## src/rtl/qa_rcc_pkg.sv

```systemverilog
// Shared definitions for the key debounce block: FSM state encoding,
// 50 MHz default timing constants and a small helper for sizing counters.
// The optional auto-repeat feature is controlled by QA_KEY_AUTOREPEAT_EN.
package qa_rcc_pkg;

    // Debounce FSM states, also exported on the debug state port
    typedef enum logic [1:0] {
        ST_IDLE        = 2'd0,
        ST_PRESS_CHK   = 2'd1,
        ST_HELD        = 2'd2,
        ST_RELEASE_CHK = 2'd3
    } key_state_t;

    // Default timing at 50 MHz: 20 ms debounce, 500 ms first repeat, 100 ms repeat
    localparam int DEF_DEBOUNCE_CYCLES = 1000000;
    localparam int DEF_REPEAT_DELAY    = 25000000;
    localparam int DEF_REPEAT_PERIOD   = 5000000;

    // Largest of three timing values, used to size the shared counter width
    function automatic int max3(input int a, input int b, input int c);
        int m;
        m = a;
        if (b > m) m = b;
        if (c > m) m = c;
        return m;
    endfunction

endpackage

```

## src/rtl/qa_sync2.sv

```systemverilog
// Two-flop synchronizer for a single asynchronous level.
// Both flops clear to 0 on the asynchronous active-high reset.
module qa_sync2 (
    input  logic sysClk,
    input  logic sysReset,
    input  logic d,
    output logic q
);

    logic meta;

    // Capture the raw input, then re-register to resolve metastability
    always_ff @(posedge sysClk or posedge sysReset) begin
        if (sysReset) begin
            meta <= 1'b0;
            q    <= 1'b0;
        end else begin
            meta <= d;
            q    <= meta;
        end
    end

endmodule

```

## src/rtl/qa_key_debounce.sv

```systemverilog
// Debounces a raw mechanical key into a clean level plus one-cycle press
// and release pulses. Defining QA_KEY_AUTOREPEAT_EN adds auto-repeat press
// pulses while the key stays held; without it keyPress fires once per press.
//
// Handshake note: there is no valid/ready flow here; keyPress and keyRelease
// are single-cycle strobes that are never high together or back to back.
import qa_rcc_pkg::*;

module qa_key_debounce #(
    parameter int DEBOUNCE_CYCLES = DEF_DEBOUNCE_CYCLES,
    parameter int REPEAT_DELAY    = DEF_REPEAT_DELAY,
    parameter int REPEAT_PERIOD   = DEF_REPEAT_PERIOD
) (
    input  logic       sysClk,
    input  logic       sysReset,
    input  logic       keyIn,
    output logic       keyLevel,
    output logic       keyPress,
    output logic       keyRelease,
    output logic [1:0] dbgState
);

`ifdef QA_KEY_AUTOREPEAT_EN
    localparam int CNT_MAX = max3(DEBOUNCE_CYCLES, REPEAT_DELAY, REPEAT_PERIOD);
`else
    localparam int CNT_MAX = DEBOUNCE_CYCLES;
`endif
    localparam int CNT_W = $clog2(CNT_MAX) + 1;

    localparam logic [CNT_W-1:0] CNT_SAT  = '1;
    localparam logic [CNT_W-1:0] DEB_LAST = CNT_W'(DEBOUNCE_CYCLES - 1);

    // Reject configurations that cannot debounce or repeat meaningfully
    if (DEBOUNCE_CYCLES < 2 || REPEAT_DELAY < 1 || REPEAT_PERIOD < 1) begin : g_bad_params
        $error("qa_key_debounce: illegal timing parameters");
    end

    key_state_t       state_q, state_d;
    logic [CNT_W-1:0] cnt_q, cnt_d, cnt_inc;
    logic             key_sync;
    logic             level_d;
    logic             press_d;
    logic             release_d;
    logic             press_out_d;

    qa_sync2 u_sync (
        .sysClk   (sysClk),
        .sysReset (sysReset),
        .d        (keyIn),
        .q        (key_sync)
    );

    // Debounce counter increment, held at all-ones rather than wrapping
    assign cnt_inc = (cnt_q == CNT_SAT) ? cnt_q : cnt_q + 1'b1;

    // FSM state register and debounce counter
    always_ff @(posedge sysClk or posedge sysReset) begin
        if (sysReset) begin
            state_q <= ST_IDLE;
            cnt_q   <= '0;
        end else begin
            state_q <= state_d;
            cnt_q   <= cnt_d;
        end
    end

    // Next-state logic; the IDLE/HELD sample that starts a check counts as sample 0
    always_comb begin
        state_d   = state_q;
        cnt_d     = cnt_q;
        press_d   = 1'b0;
        release_d = 1'b0;
        case (state_q)
            ST_IDLE: begin
                if (key_sync) begin
                    state_d = ST_PRESS_CHK;
                    cnt_d   = '0;
                end
            end
            ST_PRESS_CHK: begin
                if (!key_sync) begin
                    state_d = ST_IDLE;
                    cnt_d   = '0;
                end else if (cnt_inc == DEB_LAST) begin
                    state_d = ST_HELD;
                    cnt_d   = '0;
                    press_d = 1'b1;
                end else begin
                    cnt_d = cnt_inc;
                end
            end
            ST_HELD: begin
                if (!key_sync) begin
                    state_d = ST_RELEASE_CHK;
                    cnt_d   = '0;
                end
            end
            ST_RELEASE_CHK: begin
                if (key_sync) begin
                    state_d = ST_HELD;
                    cnt_d   = '0;
                end else if (cnt_inc == DEB_LAST) begin
                    state_d   = ST_IDLE;
                    cnt_d     = '0;
                    release_d = 1'b1;
                end else begin
                    cnt_d = cnt_inc;
                end
            end
            default: begin
                state_d = ST_IDLE;
                cnt_d   = '0;
            end
        endcase
        level_d = (state_d == ST_HELD) || (state_d == ST_RELEASE_CHK);
    end

`ifdef QA_KEY_AUTOREPEAT_EN
    localparam logic [CNT_W-1:0] REP_DELAY_C  = CNT_W'(REPEAT_DELAY);
    localparam logic [CNT_W-1:0] REP_PERIOD_C = CNT_W'(REPEAT_PERIOD);

    logic [CNT_W-1:0] rep_cnt_q, rep_cnt_d, rep_inc;
    logic             rep_first_q, rep_first_d;
    logic             rep_due;
    logic             rep_fire;

    assign rep_inc = (rep_cnt_q == CNT_SAT) ? rep_cnt_q : rep_cnt_q + 1'b1;
    assign rep_due = rep_inc == (rep_first_q ? REP_DELAY_C : REP_PERIOD_C);

    // Repeat timer registers: cycles since press or last repeat, first-delay flag
    always_ff @(posedge sysClk or posedge sysReset) begin
        if (sysReset) begin
            rep_cnt_q   <= '0;
            rep_first_q <= 1'b1;
        end else begin
            rep_cnt_q   <= rep_cnt_d;
            rep_first_q <= rep_first_d;
        end
    end

    // Repeat timer keeps running through release checks; pulses only fire while
    // the key is stably held so they never crowd a release pulse
    always_comb begin
        rep_cnt_d   = rep_cnt_q;
        rep_first_d = rep_first_q;
        rep_fire    = 1'b0;
        if (state_q == ST_PRESS_CHK && state_d == ST_HELD) begin
            rep_cnt_d   = '0;
            rep_first_d = 1'b1;
        end else if (state_q == ST_HELD || state_q == ST_RELEASE_CHK) begin
            if (rep_due) begin
                rep_cnt_d   = '0;
                rep_first_d = 1'b0;
                rep_fire    = (state_q == ST_HELD) && key_sync;
            end else begin
                rep_cnt_d = rep_inc;
            end
        end else begin
            rep_cnt_d   = '0;
            rep_first_d = 1'b1;
        end
    end

    assign press_out_d = press_d | rep_fire;
`else
    assign press_out_d = press_d;
`endif

    // Registered outputs so level and pulses change on the same clock edge
    always_ff @(posedge sysClk or posedge sysReset) begin
        if (sysReset) begin
            keyLevel   <= 1'b0;
            keyPress   <= 1'b0;
            keyRelease <= 1'b0;
        end else begin
            keyLevel   <= level_d;
            keyPress   <= press_out_d;
            keyRelease <= release_d;
        end
    end

    assign dbgState = state_q;

endmodule

```

## config.mk

```make
export PLATFORM = sky130hd
export DESIGN_NAME = qa_key_debounce
export DESIGN_NICKNAME = d
export VERILOG_FILES = /design/src/rtl/qa_rcc_pkg.sv /design/src/rtl/qa_sync2.sv /design/src/rtl/qa_key_debounce.sv
export SDC_FILE = /design/constraint.sdc
export NUM_CORES = 1
export LEC_CHECK = 0
export BUFFER_PORTS_ARGS = -buffer_cell sky130_fd_sc_hd__buf_2
export CORE_UTILIZATION = 55
export DETAILED_ROUTE_END_ITERATION = 8
export GPL_ROUTABILITY_DRIVEN = 1
export PLACE_DENSITY = 0.74
export SETUP_SLACK_MARGIN = 0.2
export SLEW_MARGIN = 0
export SYNTH_ARGS = -nofsm -noshare
export SYNTH_HDL_FRONTEND = slang
export SYNTH_SLANG_ARGS = --single-unit
```

## constraint.sdc

```tcl
create_clock -name sysClk -period 3.2 [get_ports sysClk]
set_input_delay 0.8 -clock sysClk [delete_from_list [all_inputs] [get_ports sysClk]]
set_output_delay 0.8 -clock sysClk [all_outputs]
set_load 0.005 [all_outputs]
```

== After elaboration in Yosys (flattened, before gate mapping) ==
Index checks and enable logic that the tools add are counted.
Storage, ports and cells
  flip-flop bits (word level): 28
  bits of input ports: 3
  output and inout bits: 5
  word-level logic and storage cells: 39
Cells by class
  add/sub/neg operators: 1
  equal/unequal tests: 9
  multiplexer cells: 19
  reductions and logical operators: 3
Operators by type and width (number)
  two-way mux 21 bit: 6
  case mux 21 bit (4 select lines): 1
  adder 21 x 1 -> 21 bit, second input constant: 1
  == test 21 x 20 -> 1 bit, second input constant: 1
  == test 21 bit, second input constant: 1
  two-way mux 2 bit: 6
  == test 2 bit, second input constant: 4
  case mux 2 bit (4 select lines): 1
  two-way mux 1 bit: 5
  == test 2 x 1 -> 1 bit, second input constant: 1
  logical NOT 2 bit: 1
  inequality test 2 x 1 -> 1 bit, second input constant: 1
  inequality test 2 bit, second input constant: 1
  AND reduction 2 bit: 1
  logical OR 1 bit: 1

== Depth between registers and ports, before layout ==
Gate-level depths: netlist (run 1).
  depth in word-level cells: 8
  depth in mapped cells: 10
  gate-level depth less buffers: 8

== Cells and area by module ==
A second synthesis (run 1) with hierarchy kept.
Second synthesis, totals
  cell total of the unflattened synthesis: 243
  area total of the unflattened synthesis: 2108.3 µm²
Modules (own cells, without submodules)
  qa_key_debounce: times used 1, cells each 240, area an instance 2054.5 µm², sequential area each 650.6 µm²
  qa_sync2: times used 1, cells each 3, area an instance 53.8 µm², sequential area each 50.0 µm²

== Least setup slack after synthesis (run 1) ==
Ideal clock, no wire load.
  path kind: register to register
  start: register cnt_q[1]
  end: register state_q[1], in the netlist dbgState[1]
  library setup time: 128 ps
  data arrival time: 2921 ps
  required time: 3072 ps
  setup slack: 151 ps
  cell stages (with the launch flop): 10
  buffers on the path: 1
  clock period less this slack: 3049 ps
  cells stage by stage: dfrtp_1 > ha_1 > nand3_2 > or4_1 > buf_2 > o311a_1 > xor2_1 > nand4b_2 > or3b_4 > mux2_1
On the way
  cells in the longest elaborated chain, start to end: 6
  elaborated cells on any way between the ends: 9
  classes of those cells: add/sub: 1; eq/ne: 2; mux: 6
RTL lines
  start: declaration: line qa_key_debounce.sv:39  | logic [CNT_W-1:0] cnt_q, cnt_d, cnt_inc;
  start signal: assignment: line qa_key_debounce.sv:63  | cnt_q <= cnt_d;
  adder 21 x 1 -> 21 bit or == test 21 bit (tied branches): line qa_key_debounce.sv:54  | assign cnt_inc = (cnt_q == CNT_SAT) ? cnt_q : cnt_q + 1'b1;
  two-way mux 21 bit *: line qa_key_debounce.sv:54
  == test 21 x 20 -> 1 bit *: line qa_key_debounce.sv:84, qa_key_debounce.sv:102
  two-way mux 2 bit (on tied branches): line qa_key_debounce.sv:102, qa_key_debounce.sv:84
  two-way mux 2 bit (on tied branches): line qa_key_debounce.sv:99, qa_key_debounce.sv:81
  case mux 2 bit (4 select lines) *: line qa_key_debounce.sv:73  | case (state_q)
  via state_d[1]: line qa_key_debounce.sv:38  | key_state_t state_q, state_d;
  end signal: assignment: line qa_key_debounce.sv:62  | state_q <= state_d;
  end: declaration: line qa_key_debounce.sv:38
The timed path passes the listed nets; every way through them passes the cells marked *.
A chain may end at the register's enable or synchronous reset.

== Final worst setup path (run 1) ==
  start: register cnt_q[0]
  end: register state_q[1], in the netlist dbgState[1]
The elaborated chain is that of the path after synthesis.

==> impl_metrics.py, run 1 <==
metrics = {
    "timing": {
        "final_max_slew_viol_count": 0,
        "period_share": 0.908,
        "rsz0062_at_grt": "no",
        "period_minus_slack_ps": 2910,
        "finalSetupViolCount": 0,
        "clock_skew_ps": 11.8,
        "tns_ps": 0,
        "fin_hold_ws_ps": 387,
        "hold_violations": 0,
        "max_slew_margin": 0.271,
        "worst_slack_ps": 295,
        "fmax_ghz": 0.344,
        "worst_pin_slew_ps": 1090,
    },
    "worst_setup_path": {
        "max_stage_delay_ps": 580,
        "cp_max_fo": 7,
        "slowest_stage": "or4_4",
        "start_kind": "register",
        "worstSetupEndpointType": "register",
        "cp_top_family": "simple AND/OR/NAND/NOR gates",
        "path_class": "register to register",
        "required_ps": 3450,
        "worstPathArrival_ps": 3160,
        "crit_path_cell_trace": "ha_4, nand3_2, or4_4, o311a_4, xor2_2, nand4b_2, or3b_4, mux2_1",
        "path_buf_inv": 0,
    },
    "hold_path": {
        "hold_path.class": "register to register",
    },
    "drt": {
        "wl_per_cell_um": 17.6,
        "wirelength_um": 5010,
        "dr_total_vias": 1874,
        "drtAntennaViolNets": 0,
        "drc": 0,
        "drt_first_pass_iters": 5,
        "drt_iter0_drc": 222,
        "vias_per_cell": 6.58,
    },
    "clocking": {
        "clk_latency_ps": 350,
        "tritoncts": "yes",
        "clk_path_buf_depth": 2,
        "cts_sinks": 28,
        "cts-htree-levels": 1,
        "cts_root_buffer": "clkbuf_4",
        "hold_buffers": 0,
        "postCtsSetupBuffers": 0,
        "path_clk_slew_ps": 160,
        "cts_buffers": 3,
    },
    "placement": {
        "dp_hpwl_um": 3610,
        "pre_cts_ws_ps": 163,
        "gp_congestion": 0.984,
        "io_buffers": 7,
    },
    "synth": {
        "synth.largest_area_cell": "dfrtp_1",
        "synth_flop_cell": "dfrtp_1",
        "synth.avg_cell_area_um2": 8.34,
        "synth_common_cells": "dfrtp_1, nand2_1, nor2_1, o21ai_0, a21oi_1",
        "yosysUniqueCellTypes": 53,
        "syn-cell-area_um2": 1920,
        "ys_ff_latch": 28,
        "synth_top_area_frac": 0.365,
        "synth_edf_count": 0,
        "postSynthCellCount": 230,
        "yosysSeqAreaShare": 0.365,
        "synth_nets": 234,
        "ys_top_cells_by_area": "dfrtp_1, o21ai_0, nand2_1",
        "async_flop_share": 1.00,
        "yosys_warnings": 0,
        "yosysMostFrequentCell": "dfrtp_1",
    },
    "global_route": {
        "gr-total-overflow": 0,
        "grt_pass1_wl_um": 8220,
        "antenna_found_initial": 0,
        "grt_max_degree": 29,
        "grt_usage": 0.306,
        "grt_pass1_vias": 1684,
    },
    "floorplanning": {
        "initial_core_util": 0.575,
        "chipHeight_um": 61.1,
        "core_area_um2": 3340,
        "dieWidth_um": 61.1,
        "dieArea_um2": 3730,
        "pin_count": 8,
        "num_rows": 21,
    },
    "final_layout": {
        "drive_gt1_frac": 0.163,
        "diodes": 0,
        "syn2layout_area_growth_pct": 11.2,
        "post-route-util": 0.639,
        "nets": 244,
    },
    "outcome": {
        "status": "finished, final reports clean",
    },
    "pwr": {
        "ir_worst_vdd_mv": 0.174,
        "p_leak_uw": 0.000914,
        "p_per_area_nw_per_um2": 309,
    },
    "run": {
        "cap_violations": 0,
    },
}
## metrics by stage
| stage | std cells | total power, µW | cell area, µm² |
|---|---|---|---|
| floorplan | 230 | 401 | 1930 |
| global placement | 281 | 417 | 2060 |
| detailed placement | 281 | 419 | 2060 |
| CTS | 285 | 662 | 2110 |
| global route | 285 | 679 | 2130 |
| finish | 285 | 659 | 2130 |
## power by group
group / switching (µW) / internal, µW
clock: 119 / 127
sequential: 4.02 / 358
combinational: 33.7 / 17.1
## what timing repair did
action / 4_1_cts / 5_1_grt
pin swaps: 0 / 0
gates resized for setup: 1 / 2
setup endpoints to repair: 2 / 4
## sequential cells by signal, summed over array words and instances (netlist names)
name / cells
keyLevel: 1
u_sync.q: 1
cnt_q: 21
keyRelease: 1
u_sync.meta: 1
dbgState: 2
keyPress: 1
## layout by cell type, fill, tap and decap left out, drive strengths merged, types with 2 or more instances in the layout
cell type / n
dfrtp: 28
nand2: 25
o21ai: 21
nor2: 20
buf: 20
a21oi: 12
nand3: 12
and3: 7
inv: 7
a22o: 7
and4: 6
nand4: 6
and2: 5
xor2: 5
a31oi: 4
o211ai: 4
o31ai: 4
nor3b: 3
xnor2: 3
nor3: 3
clkbuf: 3
or2: 3
mux2: 3
o221ai: 2
or3: 2
nand3b: 2
a221oi: 2
## worst register-to-register path: cells and delay by family, from the launching register on
kind                       cells  cell delay, ps
adders and majority gates      1             190
DFF                            1             430
and+or+nand+nor                4            1280
muxes                          1             330
xor gates and xnor gates       1             170
AOI/OAI and AO/OA              1             420
## cell families after synthesis
| group | share of synthesized area |
|---|---|
| XOR/XNOR | 0.0365 |
| multiplexers | 0.0176 |
| AO/OA/AOI/OAI | 0.238 |
| adder cells (fa/ha/maj) | 0.00652 |
| flip-flops | 0.365 |
| AND/OR/NAND/NOR | 0.289 |
| buffers and inverters | 0.0470 |
## path summary, 6_finish.rpt
| kind | start | to | slack [ps] | cells after the start |
|---|---|---|---|---|
| setup / recovery | cnt_q[0] | dbgState[1] | 290 | 8 |
| max in group asynchronous | sysReset | cnt_q[0] | 1860 | 2 |
| setup reg to reg | cnt_q[0] | dbgState[1] | 290 | 8 |
| hold reg to reg | u_sync.meta | u_sync.q | 390 | 0 |
| hold / removal | u_sync.meta | u_sync.q | 390 | 0 |
| min in group asynchronous | sysReset | cnt_q[8] | 680 | 2 |
## per-layer routing
layer | vias to the layer above | wire length, µm | global-route usage
li1 | 867 | - | -
met3 | 9 | 392 | 0.0756
met2 | 85 | 2430 | 0.470
met5 | - | 0 | 0
met4 | 0 | 76 | 0.127
met1 | 913 | 2110 | 0.413
## area by class of cell
type                       count  area [µm²]
clock buffer                   3        22.5
tap                           46        57.6
multi-input combinational    180        1160
inverter                       7        26.3
sequential                    28         701
fill                         291        1200
clock inverter                 1        30.0
timing repair buffer          20         133
Power figures use the tool's default switching activity.
==> inputs of run 2 (changes only) <==
- CORE_ASPECT_RATIO: default -> 1.2
==> impl_metrics.py, run 2 (synthesis results as in run 1) <==
metrics = {
    "global_route": {
        "grt_usage": 0.283,
        "grt_pass1_vias": 1868,
        "antenna_found_initial": 0,
        "gr-total-overflow": 0,
        "grt_pass1_wl_um": 8310,
        "grt_max_degree": 29,
    },
    "drt": {
        "wirelength_um": 4890,
        "drt_first_pass_iters": 5,
        "dr_total_vias": 1857,
        "wl_per_cell_um": 18.0,
        "drt_iter0_drc": 147,
        "vias_per_cell": 6.83,
        "drc": 0,
        "drtAntennaViolNets": 0,
    },
    "final_layout": {
        "largest_reg_flops": 21,
        "final_area_um2": 2100,
        "nets": 241,
        "final_cell_mix": "dfrtp_1, nand2_1, nor2_1, o21ai_0, a21oi_1",
        "syn2layout_area_growth_pct": 9.65,
        "final_common_cell": "dfrtp_1",
        "diodes": 0,
        "drive_gt1_frac": 0.153,
        "nFillCells": 289,
        "post-route-util": 0.630,
        "layoutNonFillerInstCount": 272,
        "regMostFlops": "cnt_q",
    },
    "timing": {
        "tns_ps": 0,
        "final_max_slew_viol_count": 0,
        "worst_slack_ps": 301,
        "hold_violations": 0,
        "rsz0062_at_grt": "no",
        "clock_skew_ps": 2.55,
        "max_slew_margin": 0.266,
        "fmax_ghz": 0.345,
        "period_share": 0.906,
        "finalSetupViolCount": 0,
        "worst_pin_slew_ps": 1100,
        "period_minus_slack_ps": 2900,
    },
    "placement": {
        "pre_cts_ws_ps": 184,
        "gp_congestion": 0.915,
        "io_buffers": 7,
        "dp_hpwl_um": 3450,
        "dpl_cell_area_um2": 2020,
        "dpl.cell_count": 269,
    },
    "worst_setup_path": {
        "worstPathArrival_ps": 3060,
        "cp_top_family": "simple AND/OR/NAND/NOR gates",
        "crit_path_cell_trace": "ha_4, nand3_2, or4_4, o311a_4, xor2_2, nand4b_2, or3b_4, mux2_1",
        "slowest_stage": "or4_4",
        "required_ps": 3370,
        "start_kind": "register",
        "cp_max_fo": 7,
        "worstSetupEndpointType": "register",
        "path_class": "register to register",
        "max_stage_delay_ps": 590,
        "path_buf_inv": 0,
    },
    "pwr": {
        "switchingPower_uw": 146,
        "p_per_area_nw_per_um2": 288,
        "pwr-share-seq": 0.597,
        "comb_power_share": 0.085,
        "clkPwrFrac": 0.318,
        "p_int_uw": 459,
        "p_sw_frac": 0.241,
        "p_leak_uw": 0.000908,
        "ir_worst_vdd_mv": 0.205,
    },
    "clocking": {
        "clk_latency_ps": 280,
        "path_clk_slew_ps": 90,
        "tritoncts": "yes",
        "cts_buffers": 3,
        "postCtsSetupBuffers": 0,
        "hold_buffers": 0,
        "clk_path_buf_depth": 2,
        "cts-htree-levels": 1,
        "cts_sinks": 28,
        "cts_root_buffer": "clkbuf_8",
    },
    "floorplanning": {
        "chipHeight_um": 66.7,
        "num_rows": 23,
        "dieArea_um2": 3730,
        "initial_core_util": 0.575,
        "core_area_um2": 3340,
        "pin_count": 8,
        "dieWidth_um": 55.9,
    },
    "hold_path": {
        "hold_path.class": "register to register",
    },
    "run": {
        "cap_violations": 0,
    },
    "outcome": {
        "status": "finished, final reports clean",
    },
}
==> run 2: cell count changes in the layout (fill, tap and decap cells not counted), sizes merged <==
cell / previous run / this run
buf: 20 / 17
bufinv: 1 / 0
==> run 2: repair_timing <==
| item | 4_1_cts | 5_1_grt |
|---|---|---|
| resized for setup | 1 | 4 |
| hold endpoints to repair | 0 | 0 |
| endpoints found under the setup margin | 2 | 2 |
| pin swaps | 0 | 0 |
==> run 2: cell type report <==
type | count | area, µm² | area share
Multi-Input combinational cell | 180 | 1180 | 0.560
Clock buffer | 3 | 41.3 | 0.0196
Tap cell | 37 | 46.3 | 0.0220
Timing Repair Buffer | 17 | 110 | 0.0523
Sequential cell | 28 | 701 | 0.333
Inverter | 7 | 26.3 | 0.0125
==> run 2: routing by layer <==
layer,global-route usage,vias to the layer above,part of all wire
met4,0.171,0,0.025
met2,0.488,90,0.50
met5,0,-,0
met1,0.330,885,0.40
met3,0.0485,17,0.070
li1,-,865,-
==> run 2: path summary, 6_finish.rpt <==
path                             start  depth (start not counted)         to  slack (ps)
hold reg to reg            u_sync.meta                          0   u_sync.q         360
setup / recovery              cnt_q[0]                          8   keyLevel         300
hold / removal             u_sync.meta                          0   u_sync.q         360
min in group asynchronous     sysReset                          2   u_sync.q         790
setup reg to reg              cnt_q[0]                          8   keyLevel         300
max in group asynchronous     sysReset                          2  cnt_q[18]        1750
==> run 2: power by group through the flow <==
stage | logic (µW) | clock network, µW | registers (µW)
after floorplan | 31.7 | 0 | 369
after global placement | 48.9 | 0 | 368
after detailed placement | 50.4 | 0 | 369
after CTS | 50.5 | 201 | 362
after global routing | 57.0 | 210 | 362
final | 51.5 | 193 | 362
==> run 2: stage by stage <==
stage / power [µW] / hold slack, ps
final: 606 / 360
after global routing: 630 / 376
after CTS: 613 / 362
after detailed placement: 419 / 341
after global placement: 417 / 343
after floorplan: 401 / 331
